==> config.mk <==
export PLATFORM = sky130hd
export DESIGN_NAME = steer_en_ctrl
export DESIGN_NICKNAME = d
export VERILOG_FILES = /design/src/rtl/steer_pkg.sv /design/src/rtl/steer_settle_tmr.sv /design/src/rtl/steer_en_ctrl.sv
export SDC_FILE = /design/constraint.sdc
export NUM_CORES = 1
export LEC_CHECK = 0
export ABC_CLOCK_PERIOD_IN_PS = 2400
export CAP_MARGIN = 20
export CORE_ASPECT_RATIO = 1.4
export CORE_UTILIZATION = 25
export CTS_CLUSTER_DIAMETER = 100
export DETAILED_ROUTE_END_ITERATION = 8
export DONT_BUFFER_PORTS = 1
export SLEW_MARGIN = 20
export SYNTH_ARGS = -nofsm -noshare
export SYNTH_HDL_FRONTEND = slang
export SYNTH_SLANG_ARGS = --single-unit
==> constraint.sdc <==
create_clock -name clk -period 2.4 [get_ports clk]
set_input_delay 0.36 -clock clk [delete_from_list [all_inputs] [get_ports clk]]
set_output_delay 0.36 -clock clk [all_outputs]
set_load 0.02 [all_outputs]
==> src/rtl/steer_pkg.sv <==
// Shared types and default thresholds for the rider-presence / steering-enable path.
// Holds the controller state encoding and the default tuning constants, which the
// balance controller also uses.
package steer_pkg;

  typedef enum logic [1:0] {
    IDLE     = 2'd0,
    WAIT     = 2'd1,
    STEER_EN = 2'd2
  } steer_st_t;

  localparam int unsigned DEF_LD_W         = 12;
  localparam int unsigned DEF_MIN_RIDER_WT = 'h200;
  localparam int unsigned DEF_WT_HYST      = 'h040;
  localparam int unsigned DEF_EN_SHIFT     = 2;
  localparam int unsigned DEF_DIS_SHIFT    = 4;
  localparam int unsigned DEF_TMR_W        = 26;
  localparam int unsigned DEF_OFF_DBNC     = 4;

endpackage

==> src/rtl/steer_settle_tmr.sv <==
// Settle timer for the steering-enable controller.
// Counts while i_inc is high, saturating once full; i_clr has priority and zeroes it.
// Ports:
//   clk     in   system clock
//   rst_n   in   asynchronous active-low reset
//   i_clr   in   synchronous clear
//   i_inc   in   count enable
//   o_full  out  timer has reached its full value
module steer_settle_tmr #(
  parameter int unsigned TMR_W    = 26,
  parameter bit          FAST_SIM = 1'b0
) (
  input  logic clk,
  input  logic rst_n,
  input  logic i_clr,
  input  logic i_inc,
  output logic o_full
);

  // FAST_SIM shortens "full" to the low 15 bits; since counting stops at full, the
  // upper bits then never become set.
  localparam int unsigned      FULL_BITS = FAST_SIM ? 15 : TMR_W;
  localparam logic [TMR_W-1:0] FULL_MASK = TMR_W'((64'd1 << FULL_BITS) - 64'd1);

  logic [TMR_W-1:0] r_tmr;
  logic             w_full;

  assign w_full = ((r_tmr & FULL_MASK) == FULL_MASK);
  assign o_full = w_full;

  always_ff @(posedge clk or negedge rst_n) begin
    if (!rst_n) begin
      r_tmr <= '0;
    end else if (i_clr) begin
      r_tmr <= '0;
    end else if (i_inc && !w_full) begin
      r_tmr <= r_tmr + 1'b1;
    end
  end

endmodule

==> src/rtl/steer_en_ctrl.sv <==
// Rider-presence / steering-enable controller.
// Qualifies left/right load-cell readings into rider-present and balanced flags, and
// enables steering only after the rider has been present and balanced for a settle time.
// Ports:
//   clk        in   system clock
//   rst_n      in   asynchronous active-low reset
//   lft_ld     in   left load cell, unsigned
//   rght_ld    in   right load cell, unsigned
//   ld_vld     in   strobe: readings are new this cycle; flags act only then
//   en_steer   out  registered, high only in STEER_EN
//   rider_off  out  registered, high only in IDLE
//   state      out  current controller state
module steer_en_ctrl
  import steer_pkg::*;
#(
  parameter int unsigned LD_W         = DEF_LD_W,
  parameter int unsigned MIN_RIDER_WT = DEF_MIN_RIDER_WT,
  parameter int unsigned WT_HYST      = DEF_WT_HYST,
  parameter int unsigned EN_SHIFT     = DEF_EN_SHIFT,
  parameter int unsigned DIS_SHIFT    = DEF_DIS_SHIFT,
  parameter int unsigned TMR_W        = DEF_TMR_W,
  parameter bit          FAST_SIM     = 1'b0,
  parameter int unsigned OFF_DBNC     = DEF_OFF_DBNC
) (
  input  logic            clk,
  input  logic            rst_n,
  input  logic [LD_W-1:0] lft_ld,
  input  logic [LD_W-1:0] rght_ld,
  input  logic            ld_vld,
  output logic            en_steer,
  output logic            rider_off,
  output steer_st_t       state
);

  localparam logic [LD_W:0] LO_THR = (LD_W + 1)'(MIN_RIDER_WT - WT_HYST);
  localparam logic [LD_W:0] HI_THR = (LD_W + 1)'(MIN_RIDER_WT + WT_HYST);

  localparam int unsigned         DBNC_W   = $clog2(OFF_DBNC + 1);
  localparam logic [DBNC_W-1:0]   DBNC_MAX = DBNC_W'(OFF_DBNC);

  // Load arithmetic, one bit wider than the readings so full scale cannot wrap.
  logic [LD_W:0] w_sum;
  logic [LD_W:0] w_abs_diff;
  logic [LD_W:0] w_en_thr;
  logic [LD_W:0] w_dis_thr;
  logic          w_lt_min;
  logic          w_gt_min;
  logic          w_diff_gt_en;
  logic          w_diff_gt_dis;

  assign w_sum      = {1'b0, lft_ld} + {1'b0, rght_ld};
  assign w_abs_diff = (lft_ld >= rght_ld) ? ({1'b0, lft_ld} - {1'b0, rght_ld})
                                          : ({1'b0, rght_ld} - {1'b0, lft_ld});
  assign w_en_thr   = w_sum >> EN_SHIFT;
  assign w_dis_thr  = w_sum - (w_sum >> DIS_SHIFT);

  assign w_lt_min      = (w_sum < LO_THR);
  assign w_gt_min      = (w_sum > HI_THR);
  assign w_diff_gt_en  = (w_abs_diff > w_en_thr);
  assign w_diff_gt_dis = (w_abs_diff > w_dis_thr);

  steer_st_t         r_state;
  steer_st_t         w_state_d;
  logic [DBNC_W-1:0] r_dbnc;
  logic [DBNC_W-1:0] w_dbnc_d;
  logic [DBNC_W-1:0] w_dbnc_inc;
  logic              w_tmr_clr;
  logic              w_tmr_inc;
  logic              w_tmr_full;
  logic              r_en_steer;
  logic              r_rider_off;

  // Timer runs every clock in WAIT regardless of ld_vld.
  assign w_tmr_inc = (r_state == WAIT);

  steer_settle_tmr #(
    .TMR_W    (TMR_W),
    .FAST_SIM (FAST_SIM)
  ) u_settle_tmr (
    .clk    (clk),
    .rst_n  (rst_n),
    .i_clr  (w_tmr_clr),
    .i_inc  (w_tmr_inc),
    .o_full (w_tmr_full)
  );

  always_comb begin
    w_state_d  = r_state;
    w_dbnc_d   = r_dbnc;
    w_dbnc_inc = '0;
    w_tmr_clr  = 1'b0;
    case (r_state)
      IDLE: begin
        w_dbnc_d = '0;
        if (ld_vld && w_gt_min) begin
          w_state_d = WAIT;
          w_tmr_clr = 1'b1;
        end
      end
      WAIT: begin
        w_dbnc_d = '0;
        if (ld_vld) begin
          if (w_lt_min) begin
            w_state_d = IDLE;
          end else if (w_diff_gt_en) begin
            w_tmr_clr = 1'b1;
          end else if (w_tmr_full) begin
            w_state_d = STEER_EN;
          end
        end
      end
      STEER_EN: begin
        if (ld_vld) begin
          // Any valid sample that is not low-weight restarts the debounce.
          w_dbnc_inc = w_lt_min ? (r_dbnc + 1'b1) : '0;
          if (w_dbnc_inc == DBNC_MAX) begin
            w_state_d = IDLE;
            w_dbnc_d  = '0;
          end else if (w_diff_gt_dis) begin
            w_state_d = WAIT;
            w_tmr_clr = 1'b1;
            w_dbnc_d  = '0;
          end else begin
            w_dbnc_d = w_dbnc_inc;
          end
        end
      end
      default: begin
        w_state_d = IDLE;
        w_dbnc_d  = '0;
      end
    endcase
  end

  // Outputs are decoded from next-state so they move on the same edge as state.
  always_ff @(posedge clk or negedge rst_n) begin
    if (!rst_n) begin
      r_state     <= IDLE;
      r_dbnc      <= '0;
      r_en_steer  <= 1'b0;
      r_rider_off <= 1'b1;
    end else begin
      r_state     <= w_state_d;
      r_dbnc      <= w_dbnc_d;
      r_en_steer  <= (w_state_d == STEER_EN);
      r_rider_off <= (w_state_d == IDLE);
    end
  end

  assign en_steer  = r_en_steer;
  assign rider_off = r_rider_off;
  assign state     = r_state;

endmodule

# Yosys cells after proc, flatten, opt, wreduce, memory -nomap -nowiden
# Cells that the tools add are included.
dict set report totals {
  regBits 33
  out_inout_bits 4
  in_bits 27
  elab_cells 53
}
dict set report op_classes {
  order_cmp 5
  reduce_logical 6
  n_addsub 6
  eq_ne 6
  n_mux 25
}
# operator count
set ops {}
lappend ops {{two-way mux 26 bit} 2}
lappend ops {{adder 26 x 1 -> 26 bit (second input constant)} 1}
lappend ops {{equality test 26 bit (second input constant)} 1}
lappend ops {{subtractor 12 x 12 -> 13 bit} 2}
lappend ops {{two-way mux 2 bit} 8}
lappend ops {{two-way mux 3 bit} 5}
lappend ops {{adder 12 x 12 -> 13 bit} 1}
lappend ops {{> comparator 13 x 10 -> 1 bit (second input constant)} 1}
lappend ops {{> comparator 13 x 11 -> 1 bit} 1}
lappend ops {{> comparator 13 bit} 1}
lappend ops {{< comparator 13 x 9 -> 1 bit (second input constant)} 1}
lappend ops {{two-way mux 13 bit} 1}
lappend ops {{subtractor 13 x 9 -> 13 bit} 1}
lappend ops {{greater-or-equal comparator 12 bit} 1}
lappend ops {{two-way mux 1 bit} 7}
lappend ops {{case mux 2 bit (3 select lines)} 1}
lappend ops {{equality test 2 bit (second input constant)} 2}
lappend ops {{zero test 2 bit} 2}
lappend ops {{adder 3 x 1 -> 3 bit (second input constant)} 1}
lappend ops {{equality test 3 bit (second input constant)} 1}
lappend ops {{case mux 1 bit (3 select lines)} 1}
lappend ops {{equality test 2 x 1 -> 1 bit (second input constant)} 1}
lappend ops {{logical AND 1 bit} 2}
lappend ops {{!= test 2 bit (second input constant)} 1}
lappend ops {{other kinds (2)} 2}

# Logic depth before layout (Yosys ltp)
# Gate-level depths: netlist of the first run.
dict set report depth {
  depth_word 8
  depth_mapped 29
}

# Modules after synthesis
# Synthesis of the first run repeated with hierarchy kept, for this count alone.
dict set report hier_totals {
  hier_cells 640
  area_unflattened_um2 5108.6
}
# mod area_each_um2 cells_per_inst seq_area_each_um2 n_inst
set by_module_without_submodules {}
lappend by_module_without_submodules {steer_en_ctrl 3628.5 478 176.4 1}
lappend by_module_without_submodules {steer_settle_tmr 1480.2 162 650.6 1}

# Least setup slack after synthesis of the first run
# No wires, ideal clock.
dict set report synth_timing {
  path_kind {input to register}
  from {input lft_ld[6]}
  to {register u_settle_tmr.r_tmr[15]}
  setup_slack_ns -3.009
  path_stages 28
  setup_ns 0.119
  t_arrival_ns 5.290
  required_time_ns 2.281
  path_cell_list {inv_1 > ha_1 > buf_2 > inv_2 > a2111oi_4 > a211oi_1 > o21a_1 > or2_2 > buf_2 > inv_1 > ha_1 > a21oi_1 > nand2b_1 > a31oi_1 > o21bai_1 > a2111oi_0 > xor2_1 > ha_1 > a211oi_1 > nand2_1 > a2111oi_0 > a211oi_1 > nand3_1 > a31oi_1 > a21oi_1 > o22ai_4 > buf_6 > nor2_1}
}
dict set report synth_via {
  elab_chain_len 8
  word_cells_on_any_way 23
  classes_between {4 x add/sub; 5 x order compare; 1 x eq/ne; 11 x mux; 2 x reduce/logical}
}
# element line_no
set synth_rtl {}
lappend synth_rtl {{start, declared} steer_en_ctrl.sv:27} ;# input logic [LD_W-1:0] lft_ld,
lappend synth_rtl {{adder 12 x 12 -> 13 bit (tied with other cells)} steer_en_ctrl.sv:51} ;# assign w_sum = {1'b0, lft_ld} + {1'b0, rght_ld};
lappend synth_rtl {{subtractor 13 x 9 -> 13 bit (tied with other cells)} steer_en_ctrl.sv:55} ;# assign w_dis_thr = w_sum - (w_sum >> DIS_SHIFT);
lappend synth_rtl {{> comparator 13 bit (tied with other cells)} steer_en_ctrl.sv:60} ;# assign w_diff_gt_dis = (w_abs_diff > w_dis_thr);
lappend synth_rtl {{two-way mux 1 bit (tied with other cells)} steer_en_ctrl.sv:119} ;# end else if (w_diff_gt_dis) begin
lappend synth_rtl {{two-way mux 1 bit, on equally long branches} {steer_en_ctrl.sv:116, steer_en_ctrl.sv:103}}
lappend synth_rtl {{two-way mux 1 bit, on equally long branches} {steer_en_ctrl.sv:113, steer_en_ctrl.sv:102}}
lappend synth_rtl {{case mux 1 bit (3 select lines) *} steer_en_ctrl.sv:92} ;# case (r_state)
lappend synth_rtl {{two-way mux 26 bit or nonzero test 2 bit (tied branches)} --}
lappend synth_rtl {{end signal, assigned} steer_settle_tmr.sv:37} ;# r_tmr <= r_tmr + 1'b1;
lappend synth_rtl {{end, declared} steer_settle_tmr.sv:25} ;# logic [TMR_W-1:0] r_tmr;
# Every way passes the cells marked *; elsewhere a longest branch is shown, timed or not.
# A chain may end at the register's enable or synchronous reset.

# Final worst setup path of the first run
dict set report layout_timing {
  from {input lft_ld[1]}
  to {register u_settle_tmr.r_tmr[8]}
}
# The elaborated chain is that of the path after synthesis.

==> flow_metrics.py, run 1 <==
metrics = {
    "cts": {
        "cts_made_buffers": 5,
        "cts_max_level": 2,
        "path_clk_slew_ns": 0.05,
        "clock-sinks": 33,
        "clock_latency_at_the_later_pin_of_the_worst_skew_pair_ns": 0.28,
        "tritoncts_clock_tree": "done",
        "ctsRootBufferMaster": "sky130_fd_sc_hd__clkbuf_16",
        "ctsLongestPathBuffers": 2,
    },
    "logic_synthesis": {
        "synth-simple-area-share_pct": 20.8,
        "syn-cell-area_um2": 4910,
        "post_synth_mux_area_share_pct": 0.816,
        "netlist-cell-type-count": 75,
        "post_synth.cell_area_avg_um2": 8.22,
        "synth.ff_latch_count": 33,
        "ys_seq_area_share_pct": 16.8,
        "synth-compound-area-share_pct": 23.8,
        "yosys.area_share.adder_pct": 20.4,
        "synth_edf_count": 0,
        "asyncSetResetFlopFracSynth_pct": 100,
        "synth_top_cell_area_share_pct": 18.6,
        "synth_top_family_by_area": "compound AO/OA/AOI/OAI gates",
        "synthesized_netlist_net_count": 701,
        "synth_top_cells_by_area": "sky130_fd_sc_hd__ha_1 19%, sky130_fd_sc_hd__dfrtp_1 16%, sky130_fd_sc_hd__xnor2_1 5.7%",
        "syn-instance-count": 597,
        "synth_warnings": 0,
        "synth_xor_area_share_pct": 11.0,
        "synthFlopType": "sky130_fd_sc_hd__dfrtp_1",
        "synthDominantAreaCellType": "sky130_fd_sc_hd__ha_1",
    },
    "sta": {
        "max_freq_mhz": 205,
        "fin_skew_ns": 0.00554,
        "fin_crit_ns": 4.88,
        "grt_setup_unrepaired": "yes",
        "final.setup.tns_ns": -80.23,
        "setup_slack_ns": -2.48,
        "slew_violations": 0,
        "worst_slew_pin_slew_ns": 0.528,
        "hold_worst_slack_ns": 0.274,
        "setup_viol_count_final": 33,
        "fin_crit_sh_pct": 203,
        "final-hold-violation-count": 0,
        "max-slew-margin-rel_pct": 64.5,
    },
    "route": {
        "post-route-drc-count": 0,
        "drt_first_iter_violations": 225,
        "drt-vias-per-instance": 4.83,
        "antenna_left": 0,
        "wirelength_mm": 14.2,
        "dr.pass1.iters": 4,
        "wl_per_cell_um": 14.0,
        "vias": 4890,
    },
    "cells_and_area": {
        "area.sequential_um2": 827,
        "multi_input_area_um2": 4080,
        "final_cell_mix": "169 x sky130_fd_sc_hd__buf_4, 65 x sky130_fd_sc_hd__ha_1, 63 x sky130_fd_sc_hd__nor2_1, 44 x sky130_fd_sc_hd__inv_1, 34 x sky130_fd_sc_hd__nand2_1",
        "area_delta_synth_final_pct": 41.7,
        "finalInstanceArea_um2": 6960,
        "insertedDiodeCount": 0,
        "layout.core_utilization_pct": 36.2,
        "layoutNonFillerInstCount": 1013,
        "num-fill-cells": 2032,
        "design.final.nets": 868,
        "final_common_cell": "sky130_fd_sc_hd__buf_4",
        "drive_above_1_share_pct": 32.8,
    },
    "worst_setup_path": {
        "timing.rr.end": "u_settle_tmr.r_tmr[19]",
        "cp-start-kind": "primary input",
        "crit_type": "primary input to flip-flop",
        "critPathRequiredTime_ns": 2.55,
        "worst_case_register_to_register_setup_slack_ns": 0.11,
        "critical_path_peak_fanout": 13,
        "reg2reg_from": "u_settle_tmr.r_tmr[0]",
        "timing.critical_path.max_delay_family": "compound AO/OA/AOI/OAI gates",
        "dominant_cell_type_by_count_on_the_critical_path": "sky130_fd_sc_hd__a21o_1",
        "rr_worst_depth": 11,
        "worst_endpoint_data_arrival_time_ns": 5.04,
        "worst-path-buf-inv": 3,
        "crit_path_start": "lft_ld[1]",
        "cpPeakStageDelay_ns": 0.42,
        "worst_setup_path_endpoint": "u_settle_tmr.r_tmr[8]",
        "cp_num_cells": 26,
        "critical_path.slowest_cell": "sky130_fd_sc_hd__a2111o_1",
        "cp-end-kind": "flip-flop",
    },
    "global_routing": {
        "grt_first_pass_wirelength_mm": 23.6,
        "grt_antenna_before_repair": 0,
        "gr-total-overflow": 0,
        "largest_net_degree_at_the_start_of_global_routing": 34,
        "first_global_vias": 5071,
        "globalRouteTotalUtil_pct": 14.4,
    },
    "power": {
        "p_sw_share_pct": 40.8,
        "static-leakage-power_nw": 3.26,
        "p_comb_share_pct": 73.1,
        "share_clk_of_total_power_pct": 13.0,
        "power_mw": 4.64,
        "vdd_drop_max_uv": 608,
        "net-switching-power_mw": 1.89,
        "internal-power_mw": 2.74,
        "seqPwrFrac_pct": 13.9,
        "powerDensity_nw_per_um2": 666,
    },
    "die": {
        "die_h_um": 168,
        "die_width_um": 120,
        "io_pins": 31,
        "fp.dieArea_um2": 20200,
        "rows": 60,
        "start_util_pct": 25.5,
        "core_area_um2": 19200,
    },
    "placement": {
        "dpl-instance-area_um2": 6510,
        "dp_hpwl_mm": 11.6,
        "finalWeightedCongestion": 0.865,
        "place.port_buffers": 0,
        "place_inst": 989,
        "dpl_worst_slack_ns": -2.75,
    },
    "run_status": {
        "failed_checks": "negative setup slack",
        "status": "complete, but fails checks",
    },
    "min_path": {
        "min_path_type": "primary input to flip-flop",
    },
    "job": {
        "maxCapViolations": 0,
    },
}
-- power by group through the flow --
stage	Clock [mW]	Combinational, mW	Sequential [mW]
finish	0.603	3.39	0.645
global route	0.639	3.74	0.648
CTS	0.612	3.26	0.645
detailed placement	0	3.03	0.652
global placement	0	3.02	0.653
floorplan	0	1.87	0.665
-- synthesized netlist by cell type, drive strengths merged (3+ instances only) --
| cell | instances |
|---|---|
| o311ai | 3 |
| clkbuf | 5 |
| o21ai | 12 |
| xnor2 | 34 |
| nor2 | 64 |
| nor4 | 6 |
| and3 | 11 |
| nand2 | 35 |
| a31o | 5 |
| o31ai | 4 |
| nor3 | 10 |
| fa | 4 |
| a211o | 3 |
| a211oi | 10 |
| buf | 12 |
| o22ai | 3 |
| inv | 51 |
| nand4 | 17 |
| dfrtp | 32 |
| o211a | 3 |
| o211ai | 7 |
| nand2b | 10 |
| a31oi | 7 |
| ha | 73 |
| a21o | 11 |
| and4 | 7 |
| and2 | 7 |
| a2111oi | 5 |
| xor2 | 21 |
| o21bai | 6 |
| a21oi | 43 |
| a221o | 4 |
| nand3 | 13 |
| nor2b | 13 |
| mux2i | 4 |
| o21a | 10 |
-- cells by family after synthesis --
logic type	after synthesis
simple gates	202
compound gates	154
fa+ha+maj	78
buf+inv	69
xor+xnor	57
flops	33
mux	4
-- worst reg2reg max path, stage by stage (launching register included) --
cell,delay [ns]
sky130_fd_sc_hd__dfrtp_1,0.41
sky130_fd_sc_hd__ha_1,0.25
sky130_fd_sc_hd__nand4_1,0.15
sky130_fd_sc_hd__nor3_1,0.08
sky130_fd_sc_hd__and3_1,0.24
sky130_fd_sc_hd__nor2_1,0.17
sky130_fd_sc_hd__nand4_1,0.17
sky130_fd_sc_hd__buf_4,0.19
sky130_fd_sc_hd__nor2_1,0.16
sky130_fd_sc_hd__nand4_1,0.13
sky130_fd_sc_hd__xor2_1,0.16
sky130_fd_sc_hd__nor2_1,0.06
-- metal layers --
metal | vias up | global-route usage (%) | wire length [µm]
met5 | - | 0 | 0
met2 | 52 | 27.2 | 7520
li1 | 2478 | - | -
met3 | 13 | 1.69 | 383
met1 | 2347 | 16.8 | 6110
met4 | 0 | 3.81 | 222
-- state kept, by name, summed over array words and instances (netlist names) --
signal and flops:
en_steer 1, r_dbnc 3, u_settle_tmr.r_tmr 26, rider_off 1
state 2
-- layout make-up --
cell class / count / area share, %
Multi-Input combinational cell: 495 / 58.7
Timing Repair Buffer: 177 / 20.0
Sequential cell: 33 / 11.9
Tap cell: 248 / 4.46
Inverter: 52 / 3.00
Clock buffer: 8 / 1.96
-- how the worst min path moves through the flow --
stage                start                endpoint  slack, ns  depth (start not counted)
global route        ld_vld                en_steer       0.29                          2
floorplan            rst_n                en_steer       0.06                          0
detailed placement   rst_n  u_settle_tmr.r_tmr[17]       0.07                          0
global placement     rst_n  u_settle_tmr.r_tmr[17]       0.07                          0
CTS                 ld_vld                en_steer       0.27                          2
finish              ld_vld                en_steer       0.27                          2
-- what timing repair did --
action,4_1_cts,5_1_grt
gates resized for setup,13,22
cloned,1,1
endpoints found under the hold margin,33,0
pin swaps,11,7
buffers inserted,10,3
hold buffers,2,0
setup endpoints to repair,33,33
(Power assumes the default switching activity.)
==> run 2, diff against run 1 <==
Settings changed: ABC_AREA set to 1.
==> run 2 against run 1 <==
- the flow finishes with violations (design-rule violations, negative setup slack)
- die area grew 7.5%
- core utilization grew 0.17 points
- clock-buffer cell count shrank 2
- hold slack lost 0.022 ns
- sequential cell count is the same
- wire length grew 4.3%
- synthesized cell count grew 32%
- global-route usage shrank 0.39 points
- first-iteration DRC count shrank 17%
- non-clock buffer count grew 19
- sequential power shrank 0.9%
- synthesized area grew 7.6%
- largest cell class unchanged
- largest power group unchanged
- highest routed layer unchanged
==> flow_metrics.py, run 2 <==
metrics = {
    "run_status": {
        "status": "complete, but fails checks",
        "failed_checks": "design-rule violations, negative setup slack",
    },
    "logic_synthesis": {
        "asyncSetResetFlopFracSynth_pct": 100,
        "syn-cell-area_um2": 5280,
        "synth_warnings": 0,
        "synth_edf_count": 0,
        "post_synth.cell_area_avg_um2": 6.69,
        "syn-instance-count": 789,
        "netlist-cell-type-count": 45,
        "synthFlopType": "sky130_fd_sc_hd__dfrtp_1",
        "synth.ff_latch_count": 33,
        "synth_top_cell_area_share_pct": 17.3,
        "ys_seq_area_share_pct": 15.7,
        "dominant_cell_by_count_in_the_synthesized_netlist": "sky130_fd_sc_hd__nand2_1",
        "ys_top_cells_by_count": "204 x sky130_fd_sc_hd__nand2_1, 124 x sky130_fd_sc_hd__inv_1, 73 x sky130_fd_sc_hd__ha_1, 54 x sky130_fd_sc_hd__nand3_1, 45 x sky130_fd_sc_hd__nor2_1",
        "synthDominantAreaCellType": "sky130_fd_sc_hd__ha_1",
        "synthesized_netlist_net_count": 893,
        "synth_top_cells_by_area": "sky130_fd_sc_hd__ha_1 17%, sky130_fd_sc_hd__dfrtp_1 15%, sky130_fd_sc_hd__nand2_1 14%",
    },
    "sta": {
        "final-hold-violation-count": 0,
        "fin_crit_ns": 4.05,
        "worst_slew_pin_slew_ns": 0.491,
        "hold_worst_slack_ns": 0.252,
        "max-slew-margin-rel_pct": 67.0,
        "fin_crit_sh_pct": 169,
        "grt_setup_unrepaired": "yes",
        "slew_violations": 0,
        "setup_viol_count_final": 33,
        "fin_skew_ns": 0.00511,
        "final.setup.tns_ns": -51.45,
        "max_freq_mhz": 247,
        "setup_slack_ns": -1.65,
    },
    "global_routing": {
        "first_global_vias": 5590,
        "gr-usage-met2_pct": 29.1,
        "grt_busiest_layer": "met2",
        "gr-total-overflow": 0,
        "largest_net_degree_at_the_start_of_global_routing": 34,
        "grt_first_pass_wirelength_mm": 24.9,
        "grt_util_met1_pct": 14.3,
        "global_route.usage.met3_pct": 1.14,
        "globalRouteTotalUtil_pct": 14.0,
        "grt_antenna_before_repair": 0,
    },
    "route": {
        "vias": 5418,
        "dr.pass1.iters": 6,
        "antenna_left": 0,
        "post-route-drc-count": 1,
        "wirelength_mm": 14.8,
        "drt-vias-per-instance": 4.40,
        "drt_first_iter_violations": 186,
        "wl_per_cell_um": 12.1,
    },
    "min_path": {
        "worst_hold_path_depth": 2,
        "hold_path_origin": "ld_vld",
        "hold_path_end": "r_dbnc[2]",
        "min_path_type": "primary input to flip-flop",
    },
    "worst_setup_path": {
        "cpPeakStageDelay_ns": 0.40,
        "rr_worst_depth": 15,
        "timing.rr.end": "u_settle_tmr.r_tmr[22]",
        "critical_path_peak_fanout": 7,
        "cp-end-kind": "flip-flop",
        "crit_type": "primary input to flip-flop",
        "critical_path.slowest_cell": "sky130_fd_sc_hd__fa_2",
        "critPathRequiredTime_ns": 2.55,
        "dominant_cell_type_by_count_on_the_critical_path": "sky130_fd_sc_hd__inv_2",
        "reg2reg_from": "u_settle_tmr.r_tmr[0]",
        "worst_endpoint_data_arrival_time_ns": 4.20,
        "cp-start-kind": "primary input",
        "worst_case_register_to_register_setup_slack_ns": 0.01,
    },
    "power": {
        "powerDensity_nw_per_um2": 609,
        "net-switching-power_mw": 1.93,
        "internal-power_mw": 2.64,
        "vdd_drop_max_uv": 253,
        "share_clk_of_total_power_pct": 13.4,
        "p_sw_share_pct": 42.2,
        "static-leakage-power_nw": 3.88,
        "p_comb_share_pct": 72.7,
        "seqPwrFrac_pct": 14.0,
    },
    "cells_and_area": {
        "num-fill-cells": 2199,
        "area.sequential_um2": 827,
        "finalInstanceArea_um2": 7500,
        "largest_register_ff_count": 26,
        "layoutNonFillerInstCount": 1230,
        "drive_above_1_share_pct": 34.3,
        "area_delta_synth_final_pct": 42.1,
        "design.final.nets": 1077,
        "register_containing_the_most_flip_flops_in_the_final_layout": "u_settle_tmr.r_tmr",
        "multi_input_area_um2": 4130,
        "layout.core_utilization_pct": 36.4,
        "insertedDiodeCount": 0,
        "final_cell_mix": "187 x sky130_fd_sc_hd__nand2_1, 187 x sky130_fd_sc_hd__buf_4, 115 x sky130_fd_sc_hd__inv_1, 64 x sky130_fd_sc_hd__ha_1, 48 x sky130_fd_sc_hd__nand3_1",
    },
    "die": {
        "io_pins": 31,
        "die_h_um": 174,
        "fp.dieArea_um2": 21700,
        "start_util_pct": 25.6,
        "rows": 62,
        "core_area_um2": 20600,
        "die_width_um": 125,
    },
    "cts": {
        "ctsRootBufferMaster": "sky130_fd_sc_hd__clkbuf_16",
        "ctsLongestPathBuffers": 2,
        "cts_max_level": 2,
        "path_clk_slew_ns": 0.05,
        "cts_made_buffers": 5,
        "clock-sinks": 33,
        "clock_latency_at_the_later_pin_of_the_worst_skew_pair_ns": 0.28,
        "tritoncts_clock_tree": "done",
    },
    "job": {
        "maxCapViolations": 0,
    },
    "placement": {
        "place.port_buffers": 0,
        "place_inst": 1196,
        "dp_hpwl_mm": 12.3,
        "finalWeightedCongestion": 0.895,
        "dpl-instance-area_um2": 6840,
    },
}
-- run 2: changes by cell type after synthesis, sizes merged, moves of 11 or more --
cell	delta
a21oi	+22
and3	-11
inv	+84
nand2	+180
nand3	+46
nor2b	-13
xnor2	-23
xor2	+18
-- run 2: metal layers --
metal  wire length (µm)  vias up
met4                370        0
met3                261       23
met2               8380       63
met5                  0        -
li1                   -     2880
met1               5830     2452
-- run 2: cell families (layout without fill, tap and decap cells) --
kind of cell,after synthesis,count (layout),share of synthesized area [%]
AO/OA/AOI/OAI,106,106,12.9
XOR/XNOR,50,50,8.65
adder cells (fa/ha/maj),77,77,18.8
buffers and inverters,154,339,12.3
flip-flops,33,33,15.7
multiplexers,2,2,0.379
AND/OR/NAND/NOR,367,367,31.3
-- run 2: power by group through the flow --
stage / clock, mW / sequential, mW / combinational [mW]
after floorplan: 0 / 0.660 / 1.64
after global placement: 0 / 0.648 / 2.74
after detailed placement: 0 / 0.648 / 2.76
after CTS: 0.626 / 0.638 / 3.26
after global routing: 0.658 / 0.643 / 3.69
final: 0.610 / 0.639 / 3.32
-- run 2: final cells by class --
type | instances | share of cell area, %
Sequential cell | 33 | 11.0
Multi-Input combinational cell | 602 | 55.1
Clock buffer | 6 | 1.72
Inverter | 135 | 6.94
Timing Repair Buffer | 196 | 20.8
Clock inverter | 2 | 0.133
Tap cell | 256 | 4.27
-- run 2: timing repair --
action                                  in CTS  in global routing
resized for setup                           53                 12
hold endpoints to repair                    33                  0
gates cloned                                 2                  0
endpoints found under the setup margin      33                 33
setup buffers                               19                  6
hold buffers                                 2                  0
pin swaps                                   54                 19
-- run 2: how the worst max path moves through the flow --
stage,start,endpoint
floorplan,lft_ld[2],u_settle_tmr.r_tmr[10]
global placement,lft_ld[0],u_settle_tmr.r_tmr[3]
detailed placement,lft_ld[0],u_settle_tmr.r_tmr[4]
CTS,lft_ld[1],u_settle_tmr.r_tmr[23]
global route,rght_ld[0],u_settle_tmr.r_tmr[0]
finish,rght_ld[0],u_settle_tmr.r_tmr[4]
-- run 2: critical path, delay by kind of cell --
family | cells | cell delay (ns)
compound gates | 4 | 0.57
xor+xnor | 2 | 0.32
fa+ha+maj | 5 | 1.38
buf+inv | 8 | 0.76
simple gates | 9 | 0.79
-- run 2: stage by stage --
step / setup WS (ns) / total power [mW]
after floorplan: -1.70 / 2.30
after global placement: -1.86 / 3.38
after detailed placement: -1.94 / 3.41
after CTS: -1.49 / 4.53
after global routing: -1.88 / 4.99
final: -1.65 / 4.57
==> run 3, diff against run 2 <==
Settings changed: CELL_PAD_IN_SITES_DETAIL_PLACEMENT set to 1, CELL_PAD_IN_SITES_GLOBAL_PLACEMENT set to 2, PLACE_DENSITY_LB_ADDON set to 0.1.
==> run 3 against run 2 <==
- the run still ends with design-rule violations, negative setup slack left
- fmax rose by 2.6%
- register-to-register slack got worse by 0.04 ns
- cell area rose by 0.88%
- sequential share of layout area fell by 0.097 points
- die area did not move
- wire length rose by 29%
- clock skew barely moved
- hold slack improved by 0.012 ns
- sequential cell count did not move
- global-route usage rose by 4.4 points
- clock power rose by 2%
==> flow_metrics.py, run 3 (same netlist as run 2, synthesis figures left out) <==
metrics = {
    "route": {
        "drt-vias-per-instance": 4.57,
        "drt_first_iter_violations": 104,
        "wl_per_cell_um": 15.4,
        "antenna_left": 0,
        "post-route-drc-count": 4,
        "dr.pass1.iters": 6,
        "vias": 5671,
        "wirelength_mm": 19.1,
    },
    "run_status": {
        "status": "complete, but fails checks",
        "failed_checks": "design-rule violations, negative setup slack",
    },
    "sta": {
        "worst_slew_pin_slew_ns": 0.495,
        "max_freq_mhz": 253,
        "max-slew-margin-rel_pct": 67.0,
        "fin_crit_ns": 3.95,
        "setup_viol_count_final": 33,
        "slew_violations": 0,
        "grt_setup_unrepaired": "yes",
        "final-hold-violation-count": 0,
        "fin_crit_sh_pct": 165,
        "setup_slack_ns": -1.55,
        "fin_skew_ns": 0.00515,
    },
    "global_routing": {
        "grt_antenna_before_repair": 0,
        "largest_net_degree_at_the_start_of_global_routing": 34,
        "globalRouteTotalUtil_pct": 18.4,
        "grt_first_pass_wirelength_mm": 31.4,
        "gr-total-overflow": 0,
        "first_global_vias": 6448,
    },
    "die": {
        "core_area_um2": 20600,
        "io_pins": 31,
        "die_h_um": 174,
        "start_util_pct": 25.6,
        "fp.dieArea_um2": 21700,
        "rows": 62,
        "die_width_um": 125,
    },
    "worst_setup_path": {
        "worst_case_register_to_register_setup_slack_ns": -0.03,
        "crit_path_start": "lft_ld[1]",
        "critPathRequiredTime_ns": 2.56,
        "cp-start-kind": "primary input",
        "cp-end-kind": "flip-flop",
        "critical_path_peak_fanout": 12,
        "crit_type": "primary input to flip-flop",
        "reg2reg_from": "u_settle_tmr.r_tmr[1]",
        "critical_path.slowest_cell": "sky130_fd_sc_hd__ha_4",
        "dominant_cell_type_by_count_on_the_critical_path": "sky130_fd_sc_hd__nand2_2",
        "cpPeakStageDelay_ns": 0.29,
        "worst_endpoint_data_arrival_time_ns": 4.10,
    },
    "power": {
        "p_comb_share_pct": 73.3,
        "share_clk_of_total_power_pct": 13.2,
        "seqPwrFrac_pct": 13.5,
        "vdd_drop_max_uv": 331,
        "powerDensity_nw_per_um2": 625,
        "internal-power_mw": 2.66,
        "static-leakage-power_nw": 3.92,
        "net-switching-power_mw": 2.07,
        "p_sw_share_pct": 43.8,
        "power_mw": 4.73,
    },
    "cells_and_area": {
        "final_cell_mix": "200 x sky130_fd_sc_hd__buf_4, 189 x sky130_fd_sc_hd__nand2_1, 114 x sky130_fd_sc_hd__inv_1, 63 x sky130_fd_sc_hd__ha_1, 47 x sky130_fd_sc_hd__nand3_1",
        "insertedDiodeCount": 0,
        "design.final.nets": 1088,
        "register_containing_the_most_flip_flops_in_the_final_layout": "u_settle_tmr.r_tmr",
        "largest_register_ff_count": 26,
        "final_common_cell": "sky130_fd_sc_hd__buf_4",
        "drive_above_1_share_pct": 35.8,
        "layout.core_utilization_pct": 36.7,
        "area_delta_synth_final_pct": 43.4,
    },
    "cts": {
        "path_clk_slew_ns": 0.06,
        "tritoncts_clock_tree": "done",
        "ctsLongestPathBuffers": 2,
        "ctsRootBufferMaster": "sky130_fd_sc_hd__clkbuf_16",
        "cts_made_buffers": 5,
        "clock_latency_at_the_later_pin_of_the_worst_skew_pair_ns": 0.28,
        "clock-sinks": 33,
        "cts_max_level": 2,
    },
    "min_path": {
        "min_path_type": "primary input to flip-flop",
        "hold_path_origin": "ld_vld",
    },
    "placement": {
        "finalWeightedCongestion": 0.843,
        "place.port_buffers": 0,
        "dp_hpwl_mm": 16.6,
    },
    "job": {
        "maxCapViolations": 0,
    },
}
==> run 3: cell types whose count changed in the layout (fill, tap and decap cells not counted), sizes merged <==
cell	previous run	this run
buf	195	206
==> run 3: area by class of cell <==
| cell class | instances | area [µm²] |
|---|---|---|
| clock buffer | 6 | 129 |
| inverter | 135 | 520 |
| tap | 256 | 320 |
| clock inverter | 2 | 10.0 |
| fill | 2592 | 13100 |
| timing repair buffer | 207 | 1610 |
| multi-input combinational | 602 | 4160 |
| sequential | 33 | 827 |
==> run 3: routing by layer <==
metal / global-route usage, % / vias to the layer above / part of all wire (%)
li1: - / 2901 / -
met1: 17.3 / 2701 / 36
met2: 40.3 / 43 / 61
met3: 0.831 / 26 / 0.89
met4: 6.71 / 0 / 2.9
met5: 0 / - / 0
==> run 3: repair_timing <==
item	in CTS	in global routing
buffers inserted	11	10
pin swaps	32	40
setup endpoints to repair	33	33
hold endpoints to repair	33	0
resized for setup	42	34
gates cloned	1	0
hold buffers	2	0
==> run 3: final timing paths <==
check	endpoint	cells past startpoint
max	u_settle_tmr.r_tmr[22]	32
min in group asynchronous	u_settle_tmr.r_tmr[1]	2
max reg2reg	u_settle_tmr.r_tmr[20]	16
min	r_dbnc[2]	2
min reg2reg	r_dbnc[1]	2
max in group asynchronous	rider_off	2
==> run 3: power groups by stage <==
| stage | sequential (mW) | clock, mW | combinational (mW) |
|---|---|---|---|
| after global routing | 0.643 | 0.659 | 3.86 |
| after detailed placement | 0.649 | 0 | 3.03 |
| after global placement | 0.646 | 0 | 2.97 |
| after floorplan | 0.660 | 0 | 1.64 |
| after CTS | 0.640 | 0.644 | 3.36 |
| final | 0.639 | 0.623 | 3.47 |
==> run 3: critical path: cells and delay by family <==
| kind | cells | cell delay [ns] |
|---|---|---|
| adder cells (fa/ha/maj) | 3 | 0.84 |
| buffers and inverters | 5 | 0.65 |
| AO/OA/AOI/OAI | 5 | 0.65 |
| AND/OR/NAND/NOR | 17 | 1.28 |
| XOR/XNOR | 2 | 0.32 |
==> run 3: stage by stage <==
stage	instance area, µm²	setup slack (ns)	hold slack [ns]	TNS, ns	cells
3_5_place_dp	6970	-2.14	0.0655	-67.64	1214
4_1_cts	7400	-1.60	0.250	-50.55	1235
2_1_floorplan	5360	-1.70	0.0644	-54.06	789
5_1_grt	7570	-1.86	0.287	-59.40	1241
6_report	7570	-1.55	0.264	-49.38	1241
3_3_place_gp	6970	-2.06	0.0657	-65.85	1214
